File: src/rtl/seg7_pkg.sv
// Shared constants and types for the 3-digit multiplexed 7-segment scanner.
package seg7_pkg;

  localparam int unsigned NUM_DIGITS = 3;

  // Active-low segment codes, bit order {g,f,e,d,c,b,a}.
  localparam logic [6:0] SEG_BLANK = 7'b1111111;
  localparam logic [6:0] SEG_0     = 7'b1000000;
  localparam logic [6:0] SEG_1     = 7'b1111001;
  localparam logic [6:0] SEG_2     = 7'b0100100;
  localparam logic [6:0] SEG_3     = 7'b0110000;
  localparam logic [6:0] SEG_4     = 7'b0011001;
  localparam logic [6:0] SEG_5     = 7'b0010010;
  localparam logic [6:0] SEG_6     = 7'b0000010;
  localparam logic [6:0] SEG_7     = 7'b1111000;
  localparam logic [6:0] SEG_8     = 7'b0000000;
  localparam logic [6:0] SEG_9     = 7'b0010000;

  typedef enum logic [1:0] {StDig0, StDig1, StDig2} slot_e;

endpackage

File: src/rtl/seg7_decode.sv
// BCD to active-low 7-segment decoder; codes 10..15 blank the digit.
module seg7_decode
  import seg7_pkg::*;
(
  input  logic [3:0] bcd,
  output logic [6:0] seg_n
);

  always_comb begin
    seg_n = SEG_BLANK;
    case (bcd)
      4'd0:    seg_n = SEG_0;
      4'd1:    seg_n = SEG_1;
      4'd2:    seg_n = SEG_2;
      4'd3:    seg_n = SEG_3;
      4'd4:    seg_n = SEG_4;
      4'd5:    seg_n = SEG_5;
      4'd6:    seg_n = SEG_6;
      4'd7:    seg_n = SEG_7;
      4'd8:    seg_n = SEG_8;
      4'd9:    seg_n = SEG_9;
      default: seg_n = SEG_BLANK;
    endcase
  end

endmodule

File: src/rtl/seg7_scan.sv
// 3-digit multiplexed 7-segment scanner with frame-atomic digit updates.
// Define LEAD_ZERO_BLANK_EN to blank leading zeros on digits 2 and 1.
module seg7_scan
  import seg7_pkg::*;
#(
  parameter int unsigned SCAN_DIV = 50000
) (
  input  logic       clk,
  input  logic       rst,
  input  logic [3:0] dec_in0,
  input  logic [3:0] dec_in1,
  input  logic [3:0] dec_in2,
  input  logic       in_vld,
  output logic [6:0] seg_n,
  output logic [2:0] an_n,
  output logic       frame_done
);

  localparam int unsigned DivW = (SCAN_DIV > 2) ? $clog2(SCAN_DIV) : 1;
  localparam logic [DivW-1:0] DivLast = DivW'(SCAN_DIV - 1);

  logic [DivW-1:0] div_q;
  logic            tick;
  slot_e           slot_q, slot_d;

  logic [NUM_DIGITS-1:0][3:0] in_digits, pending_q, display_q, display_d, shown;
  logic [3:0] dig_sel;
  logic [2:0] an_d;
  logic [6:0] seg_dec;
  logic [6:0] seg_n_q;
  logic [2:0] an_n_q;
  logic       frame_done_q;

  assign tick      = (div_q == DivLast);
  assign in_digits = {dec_in2, dec_in1, dec_in0};

  always_comb begin
    slot_d    = slot_q;
    display_d = display_q;
    dig_sel   = 4'hF;
    an_d      = 3'b111;

    // Display only reloads at the start of a frame; a strobe on that very tick wins.
    if (tick && (slot_q == StDig0)) begin
      display_d = in_vld ? in_digits : pending_q;
    end

    shown = display_d;
`ifdef LEAD_ZERO_BLANK_EN
    if (display_d[2] == 4'd0) begin
      shown[2] = 4'hF;
    end
    if ((display_d[2] == 4'd0) && (display_d[1] == 4'd0)) begin
      shown[1] = 4'hF;
    end
`endif

    case (slot_q)
      StDig0: begin
        dig_sel = shown[0];
        an_d    = 3'b110;
        if (tick) slot_d = StDig1;
      end
      StDig1: begin
        dig_sel = shown[1];
        an_d    = 3'b101;
        if (tick) slot_d = StDig2;
      end
      StDig2: begin
        dig_sel = shown[2];
        an_d    = 3'b011;
        if (tick) slot_d = StDig0;
      end
      default: begin
        slot_d = StDig0;
      end
    endcase
  end

  seg7_decode u_decode (
    .bcd   (dig_sel),
    .seg_n (seg_dec)
  );

  always_ff @(posedge clk) begin
    if (rst) begin
      div_q        <= '0;
      slot_q       <= StDig0;
      pending_q    <= '0;
      display_q    <= '0;
      seg_n_q      <= SEG_BLANK;
      an_n_q       <= 3'b111;
      frame_done_q <= 1'b0;
    end else begin
      div_q  <= tick ? '0 : div_q + DivW'(1);
      slot_q <= slot_d;
      if (in_vld) begin
        pending_q <= in_digits;
      end
      display_q <= display_d;
      if (tick) begin
        seg_n_q <= seg_dec;
        an_n_q  <= an_d;
      end
      frame_done_q <= tick && (slot_q == StDig2);
    end
  end

  assign seg_n      = seg_n_q;
  assign an_n       = an_n_q;
  assign frame_done = frame_done_q;

endmodule

File: config.mk
export PLATFORM = sky130hd
export DESIGN_NAME = seg7_scan
export DESIGN_NICKNAME = d
export VERILOG_FILES = /design/src/rtl/seg7_pkg.sv /design/src/rtl/seg7_decode.sv /design/src/rtl/seg7_scan.sv
export SDC_FILE = /design/constraint.sdc
export NUM_CORES = 1
export LEC_CHECK = 0
export CELL_PAD_IN_SITES_DETAIL_PLACEMENT = 1
export CELL_PAD_IN_SITES_GLOBAL_PLACEMENT = 1
export CORE_MARGIN = 1.5
export CORE_UTILIZATION = 30
export DETAILED_ROUTE_END_ITERATION = 8
export GPL_ROUTABILITY_DRIVEN = 0
export MAX_ROUTING_LAYER = met4
export PLACE_DENSITY = 0.59
export SLEW_MARGIN = 20
export SYNTH_ARGS = -nofsm -noshare
export SYNTH_HDL_FRONTEND = slang
export SYNTH_SLANG_ARGS = --single-unit
File: constraint.sdc
create_clock -name clk -period 2.7 [get_ports clk]
set_input_delay 0.54 -clock clk [delete_from_list [all_inputs] [get_ports clk]]
set_output_delay 0.54 -clock clk [all_outputs]
set_load 0.1 [all_outputs]
==> summary.md <==
| Metric | Value |
|---|---|
| Seq/Total Area, Yosys | `46.2%` |
| Switching power total | `335 uW` |
| Routed len/inst | `14.0 um` |
| Placed insts | `372` |
| Synth Flop Type | `dfxtp_1` |
| Syn Nets | `269` |
| Synth Area in Compound Gates | `12.3%` |
| # fillers | `850` |
| Non-Filler Instances | `380` |
| CP required | `2.94 ns` |
| I/O pin cnt | `26` |
| Number of flops mapped to enable cells by yosys | `0` |
| Status | `finished clean` |
| NumNets Final | `299` |
| CTS Sinks | `53` |
| Drt first pass iters | `4` |
| PnR Total Power | `1.36 mW` |
| Largest family of logic cells by synthesized area | `simple AND/OR/NAND/NOR gates` |
| Post-Synth XOR/XNOR Area | `4.58%` |
| DRC | `0` |
| Grt ovf | `0` |
| Clk pwr share | `35.3%` |
| Core Box Area | `7330 um^2` |
| Worst hold start | `div_q[0]$_SDFF_PP0_` |
| Crit Path Class | `register to register` |
| Die Width | `90.5 um` |
| Die area | `8190 um^2` |
| Post-CTS sizing | `0` |
| Final core occ | `37.5%` |
| Min-Delay Path Class | `register to register` |
| Final worst path period share | `92.9%` |
| Share of cells above drive strength 1 | `14.9%` |
| GRT Total Usage | `14.0%` |
| Seq cells post-synth | `53` |
| ANT cells | `0` |
| Post-Syn Area | `2300 um^2` |
| Via count | `1809` |
| Crit end category | `register` |
| Post-DP HPWL | `3.94 mm` |
| P_leak | `1.05 nW` |
| Fin. Hold Viols | `0` |
| Routed Wire Length | `5.30 mm` |
| Layout area overhead | `19.7%` |
| Period minus WS final | `2.51 ns` |
| Setup Buffers After CTS | `0` |
| Pint | `1.03 mW` |
| RSZ-0062 raised after global routing | `no` |
| Vias in the first global route | `1763` |
| Initial antenna violation count | `0` |
| Power per cell area | `496 nW/um^2` |
| Vias per cell | `4.76` |
| Slew Limit Fails | `0` |
| CTS root buf | `clkbuf_8` |
| Seq pwr share | `58.8%` |
| Synth Instances | `250` |
| Synth Area in Adders | `2.18%` |
| Die Height | `90.5 um` |
| Post-synth ARST share | `0%` |
| Syn Area/Cell | `9.18 um^2` |
| Crit-path max FO | `4` |
| Worst rel slew slack | `70.3%` |
| CTS tree | `yes` |
| Actual slew at the worst max-slew pin | `0.446 ns` |
| Largest net degree at the start of global routing | `28` |
| First DRT Iteration DRCs | `30` |
| Clock Skew | `0.00498 ns` |
| Min-Delay Endpoint | `div_q[0]$_SDFF_PP0_` |
| Data arrival, critical path | `2.75 ns` |
| # rows | `31` |
| Maximum Capacitance Violations | `0` |
| Combinational power share | `5.8%` |
| Initial Util | `31.3%` |
| Routed Antenna Nets | `0` |
| First-pass GRT wire length | `8.82 mm` |
| Mux share of post-synthesis cell area | `6.59%` |
| Fin Setup TNS | `0 ns` |
| Sw frac | `24.6%` |
| CTS buffer count | `5` |
| Worst-path clk slew | `0.11 ns` |
| Clock latency on the worst-skew pair | `0.31 ns` |
| IO Port Bufs | `25` |
| Final Setup Violations | `0` |
| Worst R2R Start | `div_q[0]$_SDFF_PP0_` |
| Crit path launch type | `register` |
| Hold path cells | `1` |
| Synth Area in Simple Gates | `23.9%` |
| Hold Buf Count CTS | `0` |
| RR Endpoint | `seg_n[3]$_SDFFE_PP1P_` |
| YS warnings | `0` |
| Max Clk Rate | `398 MHz` |
| Clock buffer depth | `2` |
| Worst vdd ir | `0.000223 V` |
| Reg2reg setup slack | `0.19 ns` |
| Distinct cells, synth | `45` |
| R2R depth | `9` |
| H-tree Lvls | `2` |
-- cell usage after synthesis (2+ instances only) --
| cell type | n | share of area, % |
|---|---|---|
| nor3_1 | 10 | 2.2 |
| or3_1 | 3 | 0.82 |
| o22ai_1 | 3 | 0.82 |
| and2_1 | 2 | 0.54 |
| clkbuf_1 | 7 | 1.1 |
| mux2i_1 | 14 | 6.1 |
| a211oi_1 | 12 | 3.9 |
| o21ai_0 | 7 | 1.5 |
| dfxtp_1 | 53 | 46 |
| xor2_1 | 7 | 2.7 |
| o21ba_2 | 2 | 0.87 |
| o32ai_1 | 2 | 0.76 |
| or2_2 | 2 | 0.54 |
| nand2b_1 | 2 | 0.54 |
| o221ai_1 | 2 | 0.76 |
| nor2_1 | 53 | 8.7 |
| ha_1 | 4 | 2.2 |
| xnor2_1 | 5 | 1.9 |
| inv_1 | 9 | 1.5 |
| and3_1 | 5 | 1.4 |
| a21oi_1 | 6 | 1.3 |
| nand4_1 | 4 | 1.1 |
| buf_2 | 2 | 0.44 |
| buf_4 | 2 | 0.65 |
| nand3_1 | 4 | 0.87 |
| nand2_1 | 9 | 1.5 |
-- per-layer routing --
metal / GRT usage [%] / wire, um
met5: - / 0
met4: 5.16 / 76
met3: 2.78 / 111
met2: 21.8 / 2420
met1: 17.8 / 2700
-- how the worst max path moves through the flow --
stage	startpoint	end	slack, ns	cells after the start
floorplan	div_q[0]$_SDFF_PP0_	seg_n[3]$_SDFFE_PP1P_	0.33	10
global placement	in_vld	seg_n[3]$_SDFFE_PP1P_	0.15	9
detailed placement	in_vld	seg_n[5]$_SDFFE_PP1P_	0.06	9
CTS	div_q[0]$_SDFF_PP0_	seg_n[3]$_SDFFE_PP1P_	0.18	9
global route	div_q[0]$_SDFF_PP0_	seg_n[3]$_SDFFE_PP1P_	0.02	9
finish	div_q[0]$_SDFF_PP0_	seg_n[3]$_SDFFE_PP1P_	0.19	9
-- area by class of cell --
class                      instances  area [um^2]  area share, %
timing repair buffer              35          298           10.8
multi-input combinational        176         1140           41.4
clock buffer                       5         68.8           2.50
inverter                           9         33.8           1.23
sequential                        53         1060           38.6
tap                               99          124           4.51
clock inverter                     3         25.0          0.910
-- cells by family after synthesis --
kind of cell / count (synthesis)
buf+inv: 21
simple gates: 106
compound gates: 39
fa+ha+maj: 4
flops: 53
xor+xnor: 12
mux: 15
-- cell usage in the layout (no fill, tap or decap), drive strengths merged, types with 2 or more instances in the layout --
master         netlist  routed
or2                  4       4
nand3                4       4
nand2b               2       2
a211oi              13      13
and3                 5       5
clkdlybuf4s50        0      14
nor2                54      54
o21ai                7       7
and4                 2       2
o21ba                2       2
and2                 2       2
or3                  4       4
clkbuf               7       5
nor3                10      10
xnor2                5       5
a211o                2       2
inv                  9      11
o22ai                3       3
and4bb               2       2
nand4                4       4
dfxtp               53      53
xor2                 7       7
mux2i               14      14
nand2                9       9
ha                   4       4
o221ai               2       2
a21oi                6       6
o32ai                2       2
nor3b                2       2
buf                  5      21
-- power by group through the flow --
stage               Clock (mW)  Combinational (mW)  Sequential (mW)
finish                   0.482              0.0794            0.802
global route             0.535              0.0886            0.804
CTS                      0.505              0.0822            0.802
detailed placement           0              0.0819            0.820
global placement             0              0.0809            0.820
floorplan                    0              0.0412            0.818
-- stage by stage --
| stage | instance area, um^2 | worst slack [ns] | hold WS (ns) |
|---|---|---|---|
| floorplan | 2300 | 0.332 | 0.426 |
| global placement | 2660 | 0.154 | 0.440 |
| detailed placement | 2660 | 0.0637 | 0.457 |
| CTS | 2750 | 0.179 | 0.482 |
| global route | 2750 | 0.0233 | 0.498 |
| finish | 2750 | 0.191 | 0.472 |
-- critical path, stage by stage, from the launching register on --
cell      delay, ns
dfxtp_1        0.39
ha_1           0.22
and3_1         0.27
and4_4         0.28
mux2i_1        0.21
o221ai_1       0.24
ha_1           0.37
inv_1          0.04
or2_1          0.21
a211oi_1       0.21
-- registers in the layout (all words and copies together), names as in the netlist --
name,flops
pending_q,12
frame_done,1
display_q,12
div_q,16
seg_n,7
slot_q,2
an_n,3
(Power assumes the default switching activity.)
